$ cat src/rtl/toggle_pkg.sv
// Shared types, default widths and helpers for the toggle-strobe generator.
package toggle_pkg;

    localparam int DIV_W_DEF = 8;
    localparam int CNT_W_DEF = 8;

    // Burst controller states.
    typedef enum logic [1:0] {
        IDLE = 2'd0,
        RUN  = 2'd1,
        DONE = 2'd2
    } state_t;

    // A divisor of 0 behaves like 1, so a pulse is always reachable.
    function automatic logic [31:0] div_eff(input logic [31:0] div);
        return (div == 32'd0) ? 32'd1 : div;
    endfunction

endpackage

$ cat src/rtl/div_phase_counter.sv
// Phase counter: counts down the latched divisor and strobes tc_o for one
// cycle on the enabled cycle where the count reaches its terminal value.
// It reloads itself on every terminal count and on an explicit load.
module div_phase_counter #(
    parameter int DIV_W = 8
) (
    input  logic             clk,
    input  logic             rst,
    input  logic             load_i,
    input  logic             en_i,
    input  logic [DIV_W-1:0] div_i,
    output logic             tc_o
);

    localparam logic [DIV_W-1:0] ONE = DIV_W'(1);

    logic [DIV_W-1:0] cnt_q, cnt_d;
    logic [DIV_W-1:0] reload_q, reload_d;

    // Terminal count is only meaningful while the counter is enabled.
    assign tc_o = en_i && (cnt_q == ONE);

    // Next count: load wins, otherwise count down and wrap to the reload value.
    always_comb begin
        cnt_d    = cnt_q;
        reload_d = reload_q;
        if (load_i) begin
            cnt_d    = div_i;
            reload_d = div_i;
        end else if (en_i) begin
            if (cnt_q <= ONE) begin
                cnt_d = reload_q;
            end else begin
                cnt_d = cnt_q - ONE;
            end
        end
    end

    // Counter and reload registers.
    always_ff @(posedge clk) begin
        if (!rst) begin
            cnt_q    <= '0;
            reload_q <= '0;
        end else begin
            cnt_q    <= cnt_d;
            reload_q <= reload_d;
        end
    end

endmodule

$ cat src/rtl/toggle_pulse_gen.sv
// Toggle-strobe generator: emits one-cycle t pulses every div_eff cycles for a
// finite or continuous burst and tracks the predicted q of the downstream
// T flip-flop. state_o exposes the controller state for in-system debug.
//
// Handshake: start_i/stop_i are level requests sampled on every rising edge;
// a start is accepted only outside RUN with stop_i low, and stop_i always
// takes priority over start_i in the same cycle.
module toggle_pulse_gen
    import toggle_pkg::*;
#(
    parameter int DIV_W = DIV_W_DEF,
    parameter int CNT_W = CNT_W_DEF
) (
    input  logic             clk,
    input  logic             rst,
    input  logic             start_i,
    input  logic             stop_i,
    input  logic [DIV_W-1:0] div_i,
    input  logic [CNT_W-1:0] count_i,
    output logic             t_o,
    output logic             busy_o,
    output logic             done_o,
    output logic [CNT_W-1:0] pulses_sent_o,
    output logic             q_pred_o,
    output state_t           state_o
);

    state_t           state_q, state_d;
    logic [CNT_W-1:0] count_q, count_d;
    logic [CNT_W-1:0] pulses_q, pulses_d;
    logic             q_pred_q, q_pred_d;
    logic             t_q, t_d;

    logic [DIV_W-1:0] div_eff_w;
    logic             accept;
    logic             finished;
    logic             cnt_en;
    logic             pulse;

    assign div_eff_w = DIV_W'(div_eff(32'(div_i)));

    // A new burst is taken only when not running and not being stopped.
    assign accept   = (state_q != RUN) && start_i && !stop_i;
    // Finite burst has emitted its last pulse; hold off further pulses.
    assign finished = (count_q != '0) && (pulses_q == count_q);
    // Pulse phase advances only in an active, unfinished, unstopped burst.
    assign cnt_en   = (state_q == RUN) && !stop_i && !finished;

    div_phase_counter #(
        .DIV_W (DIV_W)
    ) u_phase (
        .clk    (clk),
        .rst    (rst),
        .load_i (accept),
        .en_i   (cnt_en),
        .div_i  (div_eff_w),
        .tc_o   (pulse)
    );

    // Next-state logic for the burst controller.
    always_comb begin
        state_d = state_q;
        unique case (state_q)
            IDLE, DONE: begin
                if (accept) begin
                    state_d = RUN;
                end
            end
            RUN: begin
                if (stop_i) begin
                    state_d = IDLE;
                end else if (finished) begin
                    state_d = DONE;
                end
            end
            default: state_d = IDLE;
        endcase
    end

    // Burst datapath: latch on accept, count and toggle on each emitted pulse.
    always_comb begin
        count_d  = count_q;
        pulses_d = pulses_q;
        q_pred_d = q_pred_q;
        t_d      = pulse;
        if (accept) begin
            count_d  = count_i;
            pulses_d = '0;
        end else if (pulse) begin
            pulses_d = pulses_q + CNT_W'(1);
            q_pred_d = ~q_pred_q;
        end
    end

    // State register.
    always_ff @(posedge clk) begin
        if (!rst) begin
            state_q <= IDLE;
        end else begin
            state_q <= state_d;
        end
    end

    // Datapath and output registers.
    always_ff @(posedge clk) begin
        if (!rst) begin
            count_q  <= '0;
            pulses_q <= '0;
            q_pred_q <= 1'b0;
            t_q      <= 1'b0;
        end else begin
            count_q  <= count_d;
            pulses_q <= pulses_d;
            q_pred_q <= q_pred_d;
            t_q      <= t_d;
        end
    end

    assign t_o           = t_q;
    assign busy_o        = (state_q == RUN);
    assign done_o        = (state_q == DONE);
    assign pulses_sent_o = pulses_q;
    assign q_pred_o      = q_pred_q;
    assign state_o       = state_q;

endmodule

$ cat config.mk
export PLATFORM = sky130hd
export DESIGN_NAME = toggle_pulse_gen
export DESIGN_NICKNAME = d
export VERILOG_FILES = /design/src/rtl/toggle_pkg.sv /design/src/rtl/div_phase_counter.sv /design/src/rtl/toggle_pulse_gen.sv
export SDC_FILE = /design/constraint.sdc
export NUM_CORES = 1
export LEC_CHECK = 0
export CAP_MARGIN = 15
export CELL_PAD_IN_SITES_DETAIL_PLACEMENT = 1
export CELL_PAD_IN_SITES_GLOBAL_PLACEMENT = 2
export CORE_AREA = 2 2 80 82
export DETAILED_ROUTE_END_ITERATION = 7
export DIE_AREA = 0 0 82 84
export MAX_ROUTING_LAYER = met4
export PLACE_DENSITY = 0.8
export SETUP_SLACK_MARGIN = 0.3
export SLEW_MARGIN = 10
export SYNTH_ARGS = -nofsm -noshare
export SYNTH_HDL_FRONTEND = slang
export SYNTH_SLANG_ARGS = --single-unit
$ cat constraint.sdc
create_clock -name clk -period 6.15 [get_ports clk]
set_clock_uncertainty 0.15 [all_clocks]
set_input_delay 1.5375 -clock clk [delete_from_list [all_inputs] [get_ports clk]]
set_output_delay 1.5375 -clock clk [all_outputs]
set_load 0.005 [all_outputs]
Word-level counts from Yosys, hierarchy flattened
Index checks and enable logic that the tools add are counted.
Widths: inputs -> output; s select.
{"block": "totals", "ff_bits": 36, "latch_bits": 0, "out_inout_bits": 14, "rom_bits": 0, "mem_count": 0, "ram_bits": 0}
{"block": "classes", "eq_ne": 7, "div": 0, "bitwise": 3, "mux": 8, "shift": 0, "n_mul": 0, "order_cmp": 1, "add_sub_neg": 2, "reduce_logical": 16}
{"operator": "$mux 8", "n": 4}
{"operator": "$add 8x1->8 const B", "n": 1}
{"operator": "$eq 8x1->1 const B", "n": 1}
{"operator": "$eq 8x8->1", "n": 1}
{"operator": "$le 8x1->1 const B", "n": 1}
{"operator": "$logic_not 8->1", "n": 1}
{"operator": "$reduce_bool 8->1", "n": 1}
{"operator": "$sub 8x1->8 const B", "n": 1}
{"operator": "$logic_and 1x1->1", "n": 6}
{"operator": "$mux 2", "n": 3}
{"operator": "$pmux 2 s2", "n": 1}
{"operator": "$reduce_and 2->1", "n": 2}
{"operator": "$reduce_or 2->1", "n": 2}
{"operator": "$ne 3x2->1 const B", "n": 1}
{"operator": "$not 1->1", "n": 3}
{"operator": "$eq 2x1->1 const B", "n": 1}
{"operator": "$eq 2x2->1 const B", "n": 1}
{"operator": "$logic_not 1->1", "n": 2}
{"operator": "$logic_not 2->1", "n": 1}
{"operator": "$ne 2x1->1 const B", "n": 1}
{"operator": "$ne 2x2->1 const B", "n": 1}
{"operator": "$reduce_bool 2->1", "n": 1}

Depth between registers and ports, before layout
Gate-level depths: netlist of run 1.
{"block": "depth", "ltp_word": 6, "mapped_depth": 9, "depth_no_buf": 8}

Cells and area by module
From an unflattened synthesis of run 1, not the netlist that was laid out.
{"block": "hier_totals", "cells_unflattened": 214, "hier_area_um2": 1914.3}
{"module": "toggle_pulse_gen", "area_each_um2": 983.4, "cells_each": 114, "seq_area_each_um2": 400.4, "instances": 1}
{"module": "div_phase_counter", "area_each_um2": 930.9, "cells_each": 100, "seq_area_each_um2": 320.3, "instances": 1}

Least setup slack after synthesis of run 1
Ideal clock, no wire load.
{"block": "synth_timing", "path_type": "input to register", "startpoint": "in stop_i", "endpoint": "reg pulses_q[6] (netlist: pulses_sent_o[6])", "setup_time_ns": 0.072, "slack_ns": 3.239, "t_required_ns": 5.928, "cell_stages": 5, "arrival_time_ns": 2.689, "cell_sequence": "nand2b_1 > or2_0 > clkbuf_2 > or4_1 > a21oi_1"}
{"block": "synth_between", "elab_chain_len": 4, "elab_cells_between_ends": 6, "cone_classes": "6 x reduce/logical"}
{"element": "start, declared", "line": "toggle_pulse_gen.sv:17", "source": "input logic stop_i,"}
{"element": "$logic_not 1->1 *", "line": "toggle_pulse_gen.sv:43, toggle_pulse_gen.sv:47"}
{"element": "$logic_and 1x1->1 (2 in series)", "line": "toggle_pulse_gen.sv:47", "source": "assign cnt_en = (state_q == RUN) && !stop_i && !finished;"}
{"element": "$logic_and 1x1->1", "line": "div_phase_counter.sv:21", "source": "assign tc_o = en_i && (cnt_q == ONE);"}
{"element": "end signal, assigned", "line": "toggle_pulse_gen.sv:113", "source": "pulses_q <= pulses_d;"}
{"element": "end, declared", "line": "toggle_pulse_gen.sv:30", "source": "logic [CNT_W-1:0] pulses_q, pulses_d;"}
Every way passes the cells marked *; elsewhere a longest branch is shown, timed or not.
A chain may end at the register's enable or synchronous reset.

Final worst setup path of run 1
Same ends and word-level chain as after synthesis.

==> results of run 1 <==
[kinds of logic after synthesis]
logic type,Yosys count,synth area share [%]
buffers and inverters,17,3.67
DFF,36,38.5
and+or+nand+nor,102,29.1
muxes,1,0.534
AOI/OAI and AO/OA,58,20.2
xor gates and xnor gates,13,6.07
adders and majority gates,3,2.00
[cell type report]
type | count | area [µm²]
fill | 747 | 3740
multi-input combinational | 177 | 1080
sequential | 36 | 721
timing repair buffer | 35 | 345
tap | 77 | 96.3
clock buffer | 7 | 86.3
inverter | 3 | 11.3
clock inverter | 1 | 7.51
[state kept, by name, indices dropped and copies added, names as in the netlist]
register and cells:
count_q 8, pulses_sent_o 8, q_pred_o 1, state_o 2
t_o 1, u_phase.cnt_q 8, u_phase.reload_q 8
[per-layer routing]
metal / part of all wire (%) / track usage (%) / vias to the layer above
met1: 52 / 21.8 / 817
met3: 2.3 / 3.25 / 5
met2: 45 / 23.7 / 25
met5: 0 / - / -
met4: 1.0 / 4.55 / 0
li1: - / - / 865
[metrics by stage]
step / setup slack, ps / total power (µW) / std cells / instance area, µm² / hold slack [ps]
global placement: 2470 / 363 / 328 / 2260 / 306
global route: 2640 / 571 / 336 / 2350 / 344
floorplan: 3240 / 331 / 230 / 1870 / 294
finish: 2720 / 539 / 336 / 2350 / 316
detailed placement: 2420 / 365 / 328 / 2260 / 311
CTS: 2700 / 548 / 336 / 2350 / 323
[critical path, cell delays in order]
cell	delay [ps]
clkdlybuf4s50_1	420
nand2b_1	220
or2_0	540
or4_1	610
a21oi_1	170
[cells in the mapped netlist, types with 2 or more instances]
cell | n | share of area, %
nor4_4 | 2 | 2.3
a211oi_1 | 3 | 1.2
o21ai_0 | 15 | 4.0
nor2b_1 | 2 | 0.67
nor4_2 | 2 | 1.3
xnor2_1 | 7 | 3.3
and2_1 | 3 | 1.0
nor3_1 | 7 | 1.9
a31oi_1 | 3 | 1.0
a21boi_0 | 16 | 6.4
inv_1 | 3 | 0.60
ha_1 | 3 | 2.0
dfxtp_1 | 36 | 38
o31ai_1 | 2 | 0.80
o21a_1 | 3 | 1.2
clkbuf_1 | 12 | 2.4
or3_1 | 3 | 1.0
and3_1 | 3 | 1.0
nor2_1 | 10 | 2.0
nand4_1 | 2 | 0.67
nand2b_1 | 2 | 0.67
nand3_1 | 6 | 1.6
nor4_1 | 4 | 1.3
a21oi_1 | 9 | 2.4
or4_1 | 4 | 1.6
nand2_1 | 44 | 8.8
o211ai_1 | 3 | 1.2
xor2_1 | 6 | 2.8
or2_2 | 2 | 0.67
[how the worst max path moves through the flow]
| stage | start | to | cells past startpoint |
|---|---|---|---|
| floorplan | stop_i | pulses_sent_o[6] | 5 |
| global placement | stop_i | pulses_sent_o[4] | 5 |
| detailed placement | stop_i | pulses_sent_o[6] | 5 |
| CTS | stop_i | pulses_sent_o[6] | 5 |
| global route | stop_i | pulses_sent_o[6] | 5 |
| finish | stop_i | pulses_sent_o[6] | 5 |
[power groups by stage]
stage / Sequential [µW] / Combinational [µW] / Clock [µW]
floorplan: 257 / 73.7 / 0
global placement: 261 / 103 / 0
detailed placement: 261 / 104 / 0
CTS: 256 / 105 / 188
global route: 257 / 116 / 198
finish: 256 / 103 / 181
==> reports/results.tsv, run 1 <==
stage	metric	value	unit
place	dpl.hpwl	3.52	mm
global_routing	grt_max_degree	29	
timing	grt_setup_unrepaired	no	
place	gp_congestion	0.756	
floorplan	io_pins	34	
clock_network	clock_path_buffers	2	
layout	final_cell_mix	nand2_1, dfxtp_1, clkdlybuf4s50_1	
global_routing	overflow	0	
power_and_ir_drop	comb_power_share	19.1	%
layout	synthToLayoutAreaGrowth	25.5	%
route	drc	0	
timing	fin_crit	3430	ps
power_and_ir_drop	peakVddDrop	0.108	mV
timing	slew_viol_final	0	
route	dr.pass1.iters	4	
yosys	ys_ff_latch	36	
power_and_ir_drop	power.internal	382	µW
route	vias	1712	
global_routing	grt_pass1_wl	8.23	mm
clock_network	htree_num_levels	2	
timing	fmax	0.291	GHz
critical_path	reg2reg_to	u_phase.cnt_q[3]	
route	drtIter0Drc	82	
yosys	synthesis.area	1870	µm²
clock_network	ctsResizeCount	0	
worst_hold_path	hold-path-endpoint	u_phase.reload_q[4]	
clock_network	cts.clk_slew.worst_paths	80	ps
yosys	netlist_instances	230	
yosys	yosys_warnings	0	
power_and_ir_drop	p_seq_share	47.4	%
floorplan	core_area	6100	µm²
route	wl_per_cell	14.6	µm
power_and_ir_drop	power_frac_clock	33.5	%
layout	mostFrequentLayoutCell	nand2_1	
clock_network	cts_hold_buf	0	
critical_path	crit_arrival	3500	ps
timing	fin_tns_setup	0	ps
layout	fin_util	38.6	%
route	finalWirelength	4.90	mm
yosys	seq_area_frac_synth	38.5	%
clock_network	cts_tree	yes	
clock_network	cts_sinks	36	
layout	fin_nets	281	
global_routing	grtUsageTotal	15.9	%
clock_network	cts_made_buffers	5	
worst_hold_path	worstHoldStart	u_phase.reload_q[4]	
critical_path	worst_setup_path_start_kind	input pin	
worst_hold_path	holdPathStages	2	
power_and_ir_drop	p_switching	158	µW
yosys	synth-edff-count	0	
layout	n_antenna_cell	0	
critical_path	reg2reg_slack	3540	ps
power_and_ir_drop	power_density	229	nW/µm²
layout	drive_gt1_share	6.56	%
floorplan	chipHeight	84	µm
clock_network	cts_setup_buffers	0	
place	port_buffers	33	
power_and_ir_drop	swShare	29.2	%
timing	slew_headroom	42.3	%
critical_path	cp_max_fo	16	
yosys	async_flop_share	0	%
yosys	synthFlopType	dfxtp_1	
floorplan	die_x	82	µm
clock_network	cts_root_buf	clkbuf_8	
critical_path	crit_path_end_kind	flip-flop	
run	maxCapViolCount	0	
yosys	synth_cell_types	42	
clock_network	insertion_delay	290	ps
floorplan	dieArea	6890	µm²
power_and_ir_drop	leakagePower	0.000816	µW
global_routing	antenna_found_initial	0	
route	ant_nets	0	
floorplan	rows	29	
status	status	complete, no violations	
yosys	synth_fp_nets	253	
worst_hold_path	hp-class	reg2reg	
timing	final-hold-violation-count	0	
global_routing	grt_pass1_vias	1667	
critical_path	critical_path_class	in2reg	
timing	setup_viol	0	
route	via_per_inst	5.10	
critical_path	reg2reg_depth	6	
timing	tightestPinTransition	863	ps
critical_path	rr_startpoint	pulses_sent_o[6]	
critical_path	required	6220	ps
timing	period_share	55.8	%
yosys	syn_area_per_cell	8.15	µm²
floorplan	initial_core_util	30.7	%
Note: power is estimated with default switching activity, not from simulation.
==> run 2: changes to the inputs <==
CORE_AREA = 2 2 87 89   (was 2 2 80 82)
DIE_AREA = 0 0 89 91   (was 0 0 82 84)
PLACE_DENSITY = 0.72   (was 0.8)
clock period = 3 ns   (was 6.15 ns; I/O delays follow)
==> run 2 against run 1 <==
Net effect: via count increased by 2.0%; first-iteration DRC count decreased by 34%; critical path type is now reg2out; largest cell class unchanged; core utilization decreased by 4.6 points; global-route usage decreased by 2.3 points; highest routed layer unchanged; worst hold slack improved by 7.3 ps; die area increased by 18%; critical path depth decreased by 3; clock-buffer cell count unchanged; combinational power increased by 120%; worst setup slack got worse by 2100 ps; sequential power increased by 100%.
==> reports/results.tsv, run 2 (synthesis gave the netlist of run 1 again) <==
stage	metric	value	unit
floorplan	dieArea	8100	µm²
critical_path	reg2reg_slack	590	ps
critical_path	reg2reg_depth	7	
critical_path	reg2reg_to	u_phase.cnt_q[3]	
route	drtIter0Drc	54	
global_routing	overflow	0	
timing	grt_setup_unrepaired	no	
critical_path	path_buf_inv	1	
place	port_buffers	33	
floorplan	initial_core_util	26.3	%
critical_path	required	2100	ps
critical_path	crit_slowest_cell	clkdlybuf4s50_1	
route	drc	0	
clock_network	cts_root_buf	clkbuf_8	
timing	fin_crit	2420	ps
route	via_per_inst	4.80	
place	gp_congestion	0.759	
worst_hold_path	hold-path-endpoint	u_phase.reload_q[4]	
worst_hold_path	worstHoldStart	u_phase.reload_q[4]	
clock_network	cts_sinks	36	
layout	mostFrequentLayoutCell	nand2_1	
route	vias	1747	
layout	final_area	2420	µm²
timing	fin_tns_setup	0	ps
critical_path	rr_startpoint	pulses_sent_o[6]	
timing	period_share	80.8	%
critical_path	slowest_delay	570	ps
run	maxCapViolCount	0	
worst_hold_path	holdPathStages	2	
timing	setup_viol	0	
worst_hold_path	hp-class	reg2reg	
route	finalWirelength	5.00	mm
clock_network	insertion_delay	290	ps
clock_network	cts.clk_slew.worst_paths	70	ps
clock_network	clock_path_buffers	2	
layout	final_cell_mix	nand2_1, dfxtp_1, clkdlybuf4s50_1	
timing	slew_headroom	67.8	%
global_routing	grt_pass1_wl	8.42	mm
critical_path	worst_setup_path_start_kind	flip-flop	
critical_path	crit_path_end_kind	output port	
critical_path	critical_path_class	reg2out	
critical_path	cp_max_fo	4	
clock_network	cts_hold_buf	0	
clock_network	ctsResizeCount	0	
critical_path	cp_cell_sequence	nor2b_1, clkdlybuf4s50_1	
floorplan	core_area	7140	µm²
layout	n_antenna_cell	0	
clock_network	cts_tree	yes	
timing	final-hold-violation-count	0	
timing	slew_viol_final	0	
timing	tightestPinTransition	481	ps
status	status	complete, no violations	
floorplan	rows	31	
power_and_ir_drop	power_density	459	nW/µm²
layout	synthToLayoutAreaGrowth	29.4	%
critical_path	crit_family	buffers and inverters	
route	wl_per_cell	13.7	µm
layout	drive_gt1_share	8.68	%
global_routing	antenna_found_initial	0	
floorplan	die_x	89	µm
timing	fmax	0.413	GHz
global_routing	grt_max_degree	18	
clock_network	cts_setup_buffers	0	
route	dr.pass1.iters	5	
place	dpl-instance-area	2330	µm²
layout	fin_nets	287	
power_and_ir_drop	leakagePower	0.000845	µW
place	dpl.hpwl	3.79	mm
global_routing	grtUsageTotal	13.6	%
floorplan	chipHeight	91	µm
clock_network	cts_made_buffers	5	
critical_path	crit_arrival	1520	ps
critical_path	startpoint	state_o[0]	
power_and_ir_drop	peakVddDrop	0.143	mV
global_routing	grt_pass1_vias	1779	
route	ant_nets	0	
floorplan	io_pins	34	
clock_network	htree_num_levels	2	
-- run 2: cell count changes in the layout (fill, tap and decap cells not counted) --
cell	delta
buf_4	+6
-- run 2: layer usage --
metal  part of all wire [%]  GRT usage (%)  vias up
met5                      0              -        -
met4                    1.8           4.85        0
met3                    2.0           1.91        8
met2                     45           21.5       23
met1                     51           17.8      831
li1                       -              -      885
-- run 2: worst max path at each step --
stage / end / slack [ps] / cells past startpoint
2_1_floorplan: pulses_sent_o[6] / 880 / 5
3_3_place_gp: pulses_sent_o[4] / 320 / 5
3_5_place_dp: pulses_sent_o[6] / 310 / 5
4_1_cts: u_phase.cnt_q[3] / 560 / 7
5_1_grt: u_phase.cnt_q[3] / 420 / 7
6_report: busy_o / 580 / 2
-- run 2: stage by stage --
step | power [µW] | setup WS (ps) | util, % | hold WS, ps | cells
4_1_cts | 1130 | 562 | 34.0 | 327 | 364
3_3_place_gp | 757 | 316 | 32.7 | 305 | 356
2_1_floorplan | 678 | 876 | - | 294 | 230
3_5_place_dp | 758 | 309 | 32.7 | 317 | 356
5_1_grt | 1180 | 424 | 34.0 | 363 | 364
6_report | 1110 | 576 | 34.0 | 323 | 364
-- run 2: area by class of cell --
cell class | instances | area, µm²
Tap cell | 99 | 124
Clock inverter | 1 | 7.51
Inverter | 3 | 11.3
Sequential cell | 36 | 721
Clock buffer | 7 | 86.3
Multi-Input combinational cell | 177 | 1080
Timing Repair Buffer | 41 | 390
Fill cell | 896 | 4710
-- run 2: power breakdown --
group / internal (µW) / switching (µW) / total (µW) / leakage [µW]
Clock: 187 / 180 / 366 / 0.0000445
Combinational: 104 / 118 / 222 / 0.000507
Sequential: 499 / 25.6 / 524 / 0.000293
Total: 789 / 323 / 1110 / 0.000845
-- run 2: worst reg2reg max path, cell delays in order (launching register included) --
cell	delay [ps]
dfxtp_1	380
xor2_1	180
a211o_2	330
nor4_4	330
or2_0	430
buf_4	250
nand3b_1	70
and4_1	190
